==> config.mk <==
export PLATFORM = sky130hd
export DESIGN_NAME = bus_mux_arb
export DESIGN_NICKNAME = d
export VERILOG_FILES = /design/src/rtl/bus_mux_arb_pkg.sv /design/src/rtl/bus_prio_enc.sv /design/src/rtl/bus_mux_arb.sv
export SDC_FILE = /design/constraint.sdc
export NUM_CORES = 1
export LEC_CHECK = 0
export ABC_AREA = 0
export BUFFER_PORTS_ARGS = -buffer_cell sky130_fd_sc_hd__buf_2
export CAP_MARGIN = 40
export CORE_MARGIN = 3
export CORE_UTILIZATION = 42
export CTS_CLUSTER_DIAMETER = 50
export DETAILED_ROUTE_END_ITERATION = 8
export PLACE_DENSITY_LB_ADDON = 0.2
export SYNTH_ARGS = -nofsm -noshare
export SYNTH_HDL_FRONTEND = slang
export SYNTH_SLANG_ARGS = --single-unit
==> constraint.sdc <==
create_clock -name i_clk -period 4 [get_ports i_clk]
set_input_delay 0.6 -clock i_clk [delete_from_list [all_inputs] [get_ports i_clk]]
set_output_delay 0.6 -clock i_clk [all_outputs]
set_load 0.05 [all_outputs]
==> src/rtl/bus_mux_arb_pkg.sv <==
// Shared defaults, owner-width helper and source-index names for the
// fixed-priority bus multiplexer.
package bus_mux_arb_pkg;

    localparam int DEF_N_SRC  = 9;
    localparam int DEF_DATA_W = 16;
    localparam int DEF_CNT_W  = 8;

    // Index of each bus source; a lower index wins when several drive at once.
    localparam int SRC_A     = 0;
    localparam int SRC_T     = 1;
    localparam int SRC_B     = 2;
    localparam int SRC_C     = 3;
    localparam int SRC_RAM   = 4;
    localparam int SRC_STACK = 5;
    localparam int SRC_MDR   = 6;
    localparam int SRC_ALU   = 7;
    localparam int SRC_PC    = 8;

    function automatic int own_w(input int n_src);
        return (n_src > 2) ? $clog2(n_src) : 1;
    endfunction

endpackage

==> src/rtl/bus_prio_enc.sv <==
// Combinational priority encoder: picks the lowest-index requesting source
// and flags the idle and multi-driver conditions.
module bus_prio_enc
    import bus_mux_arb_pkg::*;
#(
    parameter  int N_SRC = DEF_N_SRC,
    localparam int OWN_W = own_w(N_SRC)
) (
    input  logic [N_SRC-1:0] i_src_out,
    output logic [OWN_W-1:0] o_winner,
    output logic             o_idle,
    output logic             o_contention
);

    // Scanning from the top down lets the lowest set bit overwrite the winner last.
    always_comb begin
        o_winner = '0;
        for (int k = N_SRC - 1; k >= 0; k--) begin
            if (i_src_out[k]) o_winner = OWN_W'(k);
        end
    end

    assign o_idle       = ~|i_src_out;
    assign o_contention = |(i_src_out & (i_src_out - N_SRC'(1)));

endmodule

==> src/rtl/bus_mux_arb.sv <==
// Shared-bus multiplexer with fixed-priority arbitration, registered bus
// copy and owner, and a sticky contention error record.
module bus_mux_arb
    import bus_mux_arb_pkg::*;
#(
    parameter  int N_SRC     = DEF_N_SRC,
    parameter  int DATA_W    = DEF_DATA_W,
    parameter  int KEEP_MODE = 0,
    parameter  int CNT_W     = DEF_CNT_W,
    localparam int OWN_W     = own_w(N_SRC)
) (
    input  logic                    i_clk,
    input  logic                    i_rst_n,
    input  logic [N_SRC-1:0]        i_src_out,
    input  logic [N_SRC*DATA_W-1:0] i_src_data,
    input  logic                    i_err_clr,
    output logic [DATA_W-1:0]       o_bus_out,
    output logic [DATA_W-1:0]       o_bus_q,
    output logic [OWN_W-1:0]        o_owner,
    output logic                    o_idle,
    output logic                    o_contention,
    output logic                    o_err_sticky,
    output logic [CNT_W-1:0]        o_err_cnt,
    output logic [N_SRC-1:0]        o_err_mask
);

    logic [OWN_W-1:0]  winner;
    logic [DATA_W-1:0] bus_sel;

    bus_prio_enc #(.N_SRC(N_SRC)) u_prio_enc (
        .i_src_out   (i_src_out),
        .o_winner    (winner),
        .o_idle      (o_idle),
        .o_contention(o_contention)
    );

    // Only the winner's slice reaches the bus, so undriven sources may hold anything.
    always_comb begin
        bus_sel = '0;
        for (int k = 0; k < N_SRC; k++) begin
            if (!o_idle && winner == OWN_W'(k)) bus_sel = i_src_data[k*DATA_W +: DATA_W];
        end
    end

    always_comb begin
        if (!o_idle)             o_bus_out = bus_sel;
        else if (KEEP_MODE != 0) o_bus_out = o_bus_q;
        else                     o_bus_out = '0;
    end

    always_ff @(posedge i_clk or negedge i_rst_n) begin
        if (!i_rst_n) begin
            o_bus_q <= '0;
            o_owner <= '0;
        end else begin
            o_bus_q <= o_bus_out;
            if (!o_idle) o_owner <= winner;
        end
    end

    // A clear coinciding with contention restarts the record from this cycle.
    always_ff @(posedge i_clk or negedge i_rst_n) begin
        if (!i_rst_n) begin
            o_err_sticky <= 1'b0;
            o_err_cnt    <= '0;
            o_err_mask   <= '0;
        end else if (o_contention) begin
            o_err_sticky <= 1'b1;
            if (i_err_clr || !o_err_sticky) o_err_mask <= i_src_out;
            if (i_err_clr)                  o_err_cnt  <= CNT_W'(1);
            else if (!(&o_err_cnt))         o_err_cnt  <= o_err_cnt + CNT_W'(1);
        end else if (i_err_clr) begin
            o_err_sticky <= 1'b0;
            o_err_cnt    <= '0;
            o_err_mask   <= '0;
        end
    end

endmodule

==> results of run 1 <==
## cell usage in the layout (no fill, tap or decap), types with 3 or more instances in the layout
| master | n |
|---|---|
| buf_2 | 211 |
| nand2_1 | 39 |
| nand3_1 | 38 |
| dfrtp_1 | 38 |
| o21ai_0 | 22 |
| a21oi_1 | 17 |
| a22oi_1 | 17 |
| nor3_1 | 17 |
| a211oi_1 | 16 |
| o22ai_1 | 13 |
| nor2_1 | 12 |
| a22o_1 | 9 |
| buf_4 | 6 |
| clkbuf_8 | 5 |
| nand4_1 | 4 |
| a32oi_1 | 4 |
| inv_1 | 4 |
| a31oi_1 | 4 |
| and3_1 | 3 |
| nor2b_1 | 3 |
## flip-flops by register name, summed over array words and instances (netlist names)
name	cells
o_owner	4
o_err_cnt	8
o_err_sticky	1
o_bus_q	16
o_err_mask	9
## logic make-up (layout without fill, tap and decap cells)
group / after synthesis / after routing / share of synthesized area (%)
and+or+nand+nor: 131 / 131 / 25.5
DFF: 38 / 38 / 37.1
adders and majority gates: 1 / 1 / 0.488
buffers and inverters: 33 / 231 / 5.32
AOI/OAI and AO/OA: 118 / 118 / 31.6
## cell type report
class,instances,area (um^2),share of cell area (%)
multi-input cells,250,1500,39.2
repair buffers,218,1130,29.5
flip-flops and latches,38,951,24.9
well taps,72,90.1,2.35
clock buffers,5,68.8,1.80
clock inverters,3,68.8,1.80
inverters,5,18.8,0.491
## power by group through the flow
stage | clock network (mW) | logic [mW] | registers (mW)
after floorplan | 0 | 0.163 | 0.546
after global placement | 0 | 0.438 | 0.434
after detailed placement | 0 | 0.443 | 0.435
after CTS | 0.414 | 0.444 | 0.427
after global routing | 0.433 | 0.473 | 0.431
final | 0.411 | 0.444 | 0.428
## through the flow
stage                     setup WS, ps  util (%)
after detailed placement           640      64.6
final                              555      67.0
after floorplan                    357         -
after CTS                          631      67.0
after global placement             713      64.1
after global routing               413      67.0
## routing by layer
layer | track usage [%] | wire length (um)
met2 | 52.8 | 5580
met4 | 7.16 | 193
met1 | 43.2 | 4490
met3 | 6.87 | 1220
met5 | 0 | 0
## worst max-delay path, delay by kind of cell
| kind | cells | cell delay, ps |
|---|---|---|
| simple gates | 3 | 1310 |
| buf+inv | 2 | 560 |
| compound gates | 2 | 360 |
## how the worst max path moves through the flow
stage                 start             to  slack, ps  cells past startpoint
2_1_floorplan  i_src_out[1]  o_bus_out[10]        360                      6
3_3_place_gp   i_src_out[1]  o_bus_out[15]        710                      7
3_5_place_dp   i_src_out[1]  o_bus_out[15]        640                      7
4_1_cts        i_src_out[1]  o_bus_out[15]        630                      7
5_1_grt        i_src_out[1]  o_bus_out[15]        410                      7
6_report       i_src_out[1]  o_bus_out[15]        560                      7
==> results_dict.tcl, run 1 <==
set metrics [dict create \
    fmax_ghz 0.290 \
    cts_buffers 5 \
    cts_setup_buffers 0 \
    vias 3540 \
    worstSetupStartpointType "input pin" \
    slew_headroom_pct 42.5 \
    r2r_setup_slack_ps 2430 \
    grt_pass1_vias 3493 \
    r2r_cells 5 \
    synth_area_leaders "dfrtp_1, nand3_1, nand2_1" \
    detail_route.vias_per_cell 5.99 \
    n_antenna_cell 0 \
    crit_chain "buf_2, nor4_4, and3_1, nand3_1, o2111ai_1, a221o_1, buf_2" \
    cellPowerDensity_nw_per_um2 335 \
    syn_inst 321 \
    comb_power_share_pct 34.6 \
    hold_buffers 0 \
    avgSynthCellArea_um2 7.99 \
    grt_usage_pct 32.0 \
    hold_path_class "in2async" \
    coreArea_um2 5710 \
    p_int_mw 0.800 \
    antenna_found_initial 0 \
    io_pins 212 \
    finalMaxSlewViolations 0 \
    instances_no_fill 591 \
    synth.most_common_cell "nand2_1" \
    syn2layout_area_growth_pct 49.2 \
    htreeDepth 2 \
    finClkSkew_ps 2.25 \
    synthTopCellsByCount "nand2_1, dfrtp_1, nand3_1" \
    synth_fp_nets 478 \
    regToRegEndpoint "o_err_cnt[2]" \
    drt_iter0_markers 340 \
    rsz0062_at_grt "false" \
    run_status "finished clean" \
    syn-cell-area_um2 2560 \
    ant_nets 0 \
    tightest_slew_ps 861 \
    ys_seq_area_share_pct 37.1 \
    holdWs_ps 275 \
    fin_nets 675 \
    finalPower_mw 1.28 \
    timing.rr.start "o_err_cnt[0]" \
    cp_slowest_stage_delay_ps 720 \
    cts_root_buf "clkbuf_8" \
    dieArea_um2 7080 \
    clkLatencyLatePin_ps 300 \
    crit_top_cell "buf_2" \
    netSwitchingFraction_pct 37.7 \
    dp.cells 583 \
    setup_viol 0 \
    die_h_um 84.1 \
    p_leak_nw 1.94 \
    cp_slowest_cell "nor4_4" \
    synth_edf_count 0 \
    crit_fanout 28 \
    power.switching_mw 0.483 \
    end_kind "primary output" \
    rows 27 \
    design_area_um2 3830 \
    ys.flop_type "dfrtp_1" \
    routedWlPerCell_um 19.4 \
    drcViolationCount 0 \
    dp_hpwl_mm 8.91 \
    tns_ps 0 \
    finalWirelength_mm 11.5 \
    start_util_pct 44.9 \
    clkTransAtPathRegs_ps 80 \
    clockPowerShare_pct 32.0 \
    period_share_pct 86.1 \
    cts_tree "done" \
    crit_type "in2out" \
    cap_viol_max_count 0 \
    port_buffers 211 \
    placed_area_um2 3690 \
    yosys_warnings 0 \
    period_minus_slack_ps 3440 \
    grt_pass1_wl_mm 18.2 \
    synthArstFlopShare_pct 100 \
    nFillCells 510 \
    gp_congestion 0.957 \
    grt_overflow 0 \
    grt_max_degree 43 \
    drtPass1Iterations 5 \
    cp.arrival_ps 2840 \
    clockBufferDepth 2 \
    ys_ff_latch 38 \
    cp_data_required_time_ps 3400 \
    ys_types 52 \
    hold_viol_final 0 \
    seqPwrFrac_pct 33.3 \
    clkSinkCount 38 \
    drive_gt1_share_pct 45.3 \
    peakVddDrop_uv 212 \
    yosysTopAreaCellShare_pct 37.1 \
    postCtsResizedCells 0 \
    die_w_um 84.1 \
    yosysTopAreaCell "dfrtp_1" \
]
No activity file was read; power rests on OpenSTA's default activity.
==> run 2: changes to the inputs <==
--- a/config.mk
+++ b/config.mk
@@ -9,7 +9,8 @@
 export BUFFER_PORTS_ARGS = -buffer_cell sky130_fd_sc_hd__buf_2
 export CAP_MARGIN = 40
 export CORE_MARGIN = 3
-export CORE_UTILIZATION = 42
+export CORE_UTILIZATION = 43
+export CTS_BUF_LIST = sky130_fd_sc_hd__clkbuf_4 sky130_fd_sc_hd__clkbuf_8
 export CTS_CLUSTER_DIAMETER = 50
 export DETAILED_ROUTE_END_ITERATION = 8
 export PLACE_DENSITY_LB_ADDON = 0.2
==> results_dict.tcl, run 2 (synthesized netlist as in run 1, its figures left out) <==
set metrics [dict create \
    cts_tree "done" \
    largest_reg_flops 16 \
    final_common_cell "buf_2" \
    nFillCells 517 \
    clkLatencyLatePin_ps 300 \
    coreArea_um2 5640 \
    cp_data_required_time_ps 3400 \
    r2r_setup_slack_ps 2490 \
    die_w_um 83.2 \
    crit_fanout 28 \
    placed_area_um2 3670 \
    clkTransAtPathRegs_ps 80 \
    drtPass1Iterations 4 \
    cellPowerDensity_nw_per_um2 308 \
    multi_input_area_um2 1490 \
    run_status "finished clean" \
    grt_max_degree 43 \
    rsz0062_at_grt "false" \
    regToRegEndpoint "o_err_cnt[5]" \
    finalWirelength_mm 11.0 \
    finalMaxSlewViolations 0 \
    gp_congestion 0.908 \
    final_cell_mix "buf_2, nand2_1, nand3_1, dfrtp_1, o21ai_0" \
    design_area_um2 3760 \
    cap_viol_max_count 0 \
    ant_nets 0 \
    finClkSkew_ps 4.19 \
    timing.rr.start "o_err_cnt[0]" \
    worstSetupStartpointType "input pin" \
    setup_viol 0 \
    cts_root_buf "clkbuf_8" \
    drcViolationCount 0 \
    detail_route.vias_per_cell 5.83 \
    grt_pass1_wl_mm 17.3 \
    port_buffers 211 \
    hold_buffers 0 \
    p_leak_nw 1.91 \
    start_util_pct 45.5 \
    fin_nets 674 \
    top_register "o_bus_q" \
    antenna_found_initial 0 \
    htreeDepth 2 \
    grt_overflow 0 \
    dieArea_um2 6930 \
    clockBufferDepth 2 \
    postCtsResizedCells 0 \
    clkSinkCount 38 \
    cp.arrival_ps 2650 \
    end_kind "primary output" \
    fmax_ghz 0.307 \
    peakVddDrop_uv 183 \
    reg_top3 "o_bus_q (16), o_err_mask (9), o_err_cnt (8)" \
    ff_latch_area_um2 951 \
    n_antenna_cell 0 \
    cts_setup_buffers 0 \
    crit_type "in2out" \
    grt_pass1_vias 3347 \
    slew_headroom_pct 39.0 \
    tns_ps 0 \
    hold_viol_final 0 \
    grt_usage_pct 30.8 \
    period_minus_slack_ps 3250 \
    drt_iter0_markers 207 \
    hold_path_class "in2async" \
    drive_gt1_share_pct 45.0 \
    dp_hpwl_mm 8.44 \
    io_pins 212 \
    routedWlPerCell_um 18.6 \
    cts_buffers 5 \
    die_h_um 83.2 \
    period_share_pct 81.3 \
    vias 3442 \
    r2r_cells 6 \
    tightest_slew_ps 914 \
    rows 27 \
    syn2layout_area_growth_pct 46.7 \
]
==> run 2: cell types whose count changed in the layout (fill, tap and decap cells not counted), sizes merged <==
cell | before | now
clkinvlp | 0 | 1
clkbuf | 5 | 6
bufinv | 2 | 0
buf | 218 | 217
==> run 2: layout make-up <==
class                      instances  share of cell area, %
clock buffer                       6                   2.19
clock inverter                     2                  0.333
inverter                           5                  0.499
multi-input combinational        250                   39.5
sequential                        38                   25.3
tap                               72                   2.39
timing repair buffer             217                   29.8
==> run 2: worst max-delay path by stage <==
stage                 startpoint       endpoint  slack (ps)  depth (start not counted)
floorplan           i_src_out[1]  o_bus_out[10]         360                          6
global placement    i_src_out[1]   o_bus_out[9]         830                          7
detailed placement  i_src_out[0]   o_bus_out[2]         780                          7
CTS                 i_src_out[0]   o_bus_out[2]         760                          7
global route        i_src_out[0]  o_bus_out[10]         560                          7
finish              i_src_out[1]   o_bus_out[2]         750                          7
==> run 2: where the power goes <==
part / leakage [nW] / switching, mW / internal [mW]
Clock: 0.0472 / 0.150 / 0.139
Sequential: 0.472 / 0.0135 / 0.414
Combinational: 1.39 / 0.306 / 0.135
Total: 1.91 / 0.470 / 0.687
==> run 2: critical path: stages <==
cell and delay [ps]:
buf_2 300, or4_4 630, nor3b_1 200, buf_4 230
a211oi_1 90, nor3_1 280, buf_2 320
==> run 2: layer usage <==
layer / track usage (%) / up-vias / part of all wire, %
li1: - / 1621 / -
met1: 39.7 / 1582 / 40
met2: 50.3 / 212 / 48
met3: 8.04 / 27 / 9.3
met4: 10.1 / 0 / 2.3
met5: 0 / - / 0
==> run 2: stage by stage <==
stage	util, %	std cells	total power [mW]	worst slack [ps]	hold slack, ps
2_1_floorplan	-	321	0.709	357	304
5_1_grt	66.7	590	1.21	557	290
6_report	66.7	590	1.16	746	262
3_3_place_gp	64.5	581	0.866	828	470
3_5_place_dp	65.0	582	0.873	776	488
4_1_cts	66.7	590	1.16	761	272
==> run 3: changes to the inputs <==
--- a/config.mk
+++ b/config.mk
@@ -9,7 +9,7 @@
 export BUFFER_PORTS_ARGS = -buffer_cell sky130_fd_sc_hd__buf_2
 export CAP_MARGIN = 40
 export CORE_MARGIN = 3
-export CORE_UTILIZATION = 43
+export CORE_UTILIZATION = 40
 export CTS_BUF_LIST = sky130_fd_sc_hd__clkbuf_4 sky130_fd_sc_hd__clkbuf_8
 export CTS_CLUSTER_DIAMETER = 50
 export DETAILED_ROUTE_END_ITERATION = 8
==> constraint.sdc (replaced) <==
create_clock -name i_clk -period 3.3 [get_ports i_clk]
set_input_delay 0.495 -clock i_clk [delete_from_list [all_inputs] [get_ports i_clk]]
set_output_delay 0.495 -clock i_clk [all_outputs]
set_load 0.05 [all_outputs]
==> results_dict.tcl, run 3 (synthesized netlist as in run 1, its figures left out) <==
set metrics [dict create \
    clkSinkCount 38 \
    holdWs_ps 91.2 \
    tightest_slew_ps 582 \
    hold_viol_final 0 \
    cellPowerDensity_nw_per_um2 365 \
    syn2layout_area_growth_pct 50.6 \
    cp.arrival_ps 2450 \
    hold_buffers 0 \
    crit_top_cell "buf_2" \
    finalWirelength_mm 11.1 \
    placed_area_um2 3770 \
    clkLatencyLatePin_ps 300 \
    final.setup.worst_slack_ps 356 \
    period_share_pct 89.2 \
    fmax_ghz 0.340 \
    vias 3447 \
    rsz0062_at_grt "false" \
    drcViolationCount 0 \
    gp_congestion 0.870 \
    detail_route.vias_per_cell 5.75 \
    dp_hpwl_mm 8.93 \
    finalMaxSlewViolations 0 \
    cts_tree "done" \
    reg_top3 "o_bus_q (16), o_err_mask (9), o_err_cnt (8)" \
    fin_nets 680 \
    die_h_um 86.1 \
    grt_max_degree 26 \
    nFillCells 555 \
    antenna_found_initial 0 \
    postCtsResizedCells 0 \
    tns_ps 0 \
    coreArea_um2 6060 \
    final_common_cell "buf_2" \
    grt_overflow 0 \
    crit_type "in2out" \
    setup_viol 0 \
    finClkSkew_ps 11.5 \
    clockBufferDepth 2 \
    htreeDepth 2 \
    final_cell_mix "buf_2, nand2_1, nand3_1, dfrtp_1, o21ai_0" \
    peakVddDrop_uv 241 \
    worstSetupStartpointType "input pin" \
    routedWlPerCell_um 18.5 \
    period_minus_slack_ps 2940 \
    cts_root_buf "clkbuf_8" \
    run_status "finished clean" \
    rows 28 \
    cp_slowest_stage_delay_ps 560 \
    grt_pass1_wl_mm 16.9 \
    slew_headroom_pct 61.2 \
    p_leak_nw 1.94 \
    grt_pass1_vias 3399 \
    end_kind "primary output" \
    start_util_pct 42.3 \
    dieArea_um2 7410 \
    design_area_um2 3860 \
    cp_slowest_cell "nor4_4" \
    die_w_um 86.1 \
    cp_top_family "simple AND/OR/NAND/NOR gates" \
    port_buffers 211 \
    drt_iter0_markers 182 \
    cap_viol_max_count 0 \
    cp_data_required_time_ps 2800 \
    io_pins 212 \
    place_ws_ps 405 \
    ant_nets 0 \
    drtPass1Iterations 4 \
    largest_reg_flops 16 \
    top_register "o_bus_q" \
    drive_gt1_share_pct 47.5 \
    path_buf_inv 2 \
    crit_chain "buf_2, nor4_4, and3_1, nand3_1, o2111ai_1, a221o_1, buf_2" \
    cts_setup_buffers 0 \
    hold_path_class "in2async" \
    crit_fanout 15 \
    cts_buffers 5 \
    grt_usage_pct 29.2 \
    clkTransAtPathRegs_ps 90 \
    n_antenna_cell 0 \
]
==> run 3: layer usage <==
| layer | routed length (um) | vias to the layer above | global-route usage (%) | share of wire [%] |
|---|---|---|---|---|
| li1 | - | 1635 | - | - |
| met1 | 4350 | 1585 | 35.8 | 39 |
| met2 | 5440 | 206 | 50.2 | 49 |
| met3 | 1080 | 21 | 7.30 | 9.7 |
| met4 | 226 | 0 | 8.92 | 2.0 |
| met5 | 0 | - | 0 | 0 |
==> run 3: final cells by class <==
type                    count  area [um^2]  share of cell area (%)
inverters                   5         18.8                   0.486
well taps                  75         93.8                    2.43
clock buffers               6         82.6                    2.14
multi-input cells         250         1550                    40.0
clock inverters             2         12.5                   0.324
repair buffers            223         1160                    30.0
flip-flops and latches     38          951                    24.6
==> run 3: final timing paths <==
check | cells past startpoint | endpoint | slack [ps] | start
min in group i_clk | 3 | o_bus_q[5] | 440 | i_src_data[101]
worst max register to register | 5 | o_err_cnt[0] | 1810 | o_err_cnt[1]
worst min register to register | 1 | o_err_mask[7] | 500 | o_err_mask[7]
worst min-delay path | 1 | o_err_cnt[0] | 90 | i_rst_n
max in group asynchronous | 2 | o_bus_q[10] | 2740 | i_rst_n
worst max-delay path | 7 | o_bus_out[15] | 360 | i_src_out[1]
==> run 3: worst register-to-register path: cells and delay by family, from the launching register on <==
family          cells  cell delay [ps]
flops               1              400
fa+ha+maj           1              180
compound gates      2              300
simple gates        2              500
==> run 3: power breakdown <==
part / switching (mW) / leakage (nW) / internal [mW]
combinational: 0.376 / 1.42 / 0.170
clock: 0.178 / 0.0472 / 0.168
sequential: 0.0170 / 0.472 / 0.502
==> run 3: stage by stage <==
step / total power, mW / instances / utilization (%)
global placement: 1.06 / 590 / 61.8
floorplan: 0.865 / 321 / -
finish: 1.41 / 599 / 63.7
detailed placement: 1.07 / 591 / 62.2
global route: 1.48 / 599 / 63.7
CTS: 1.41 / 599 / 63.7
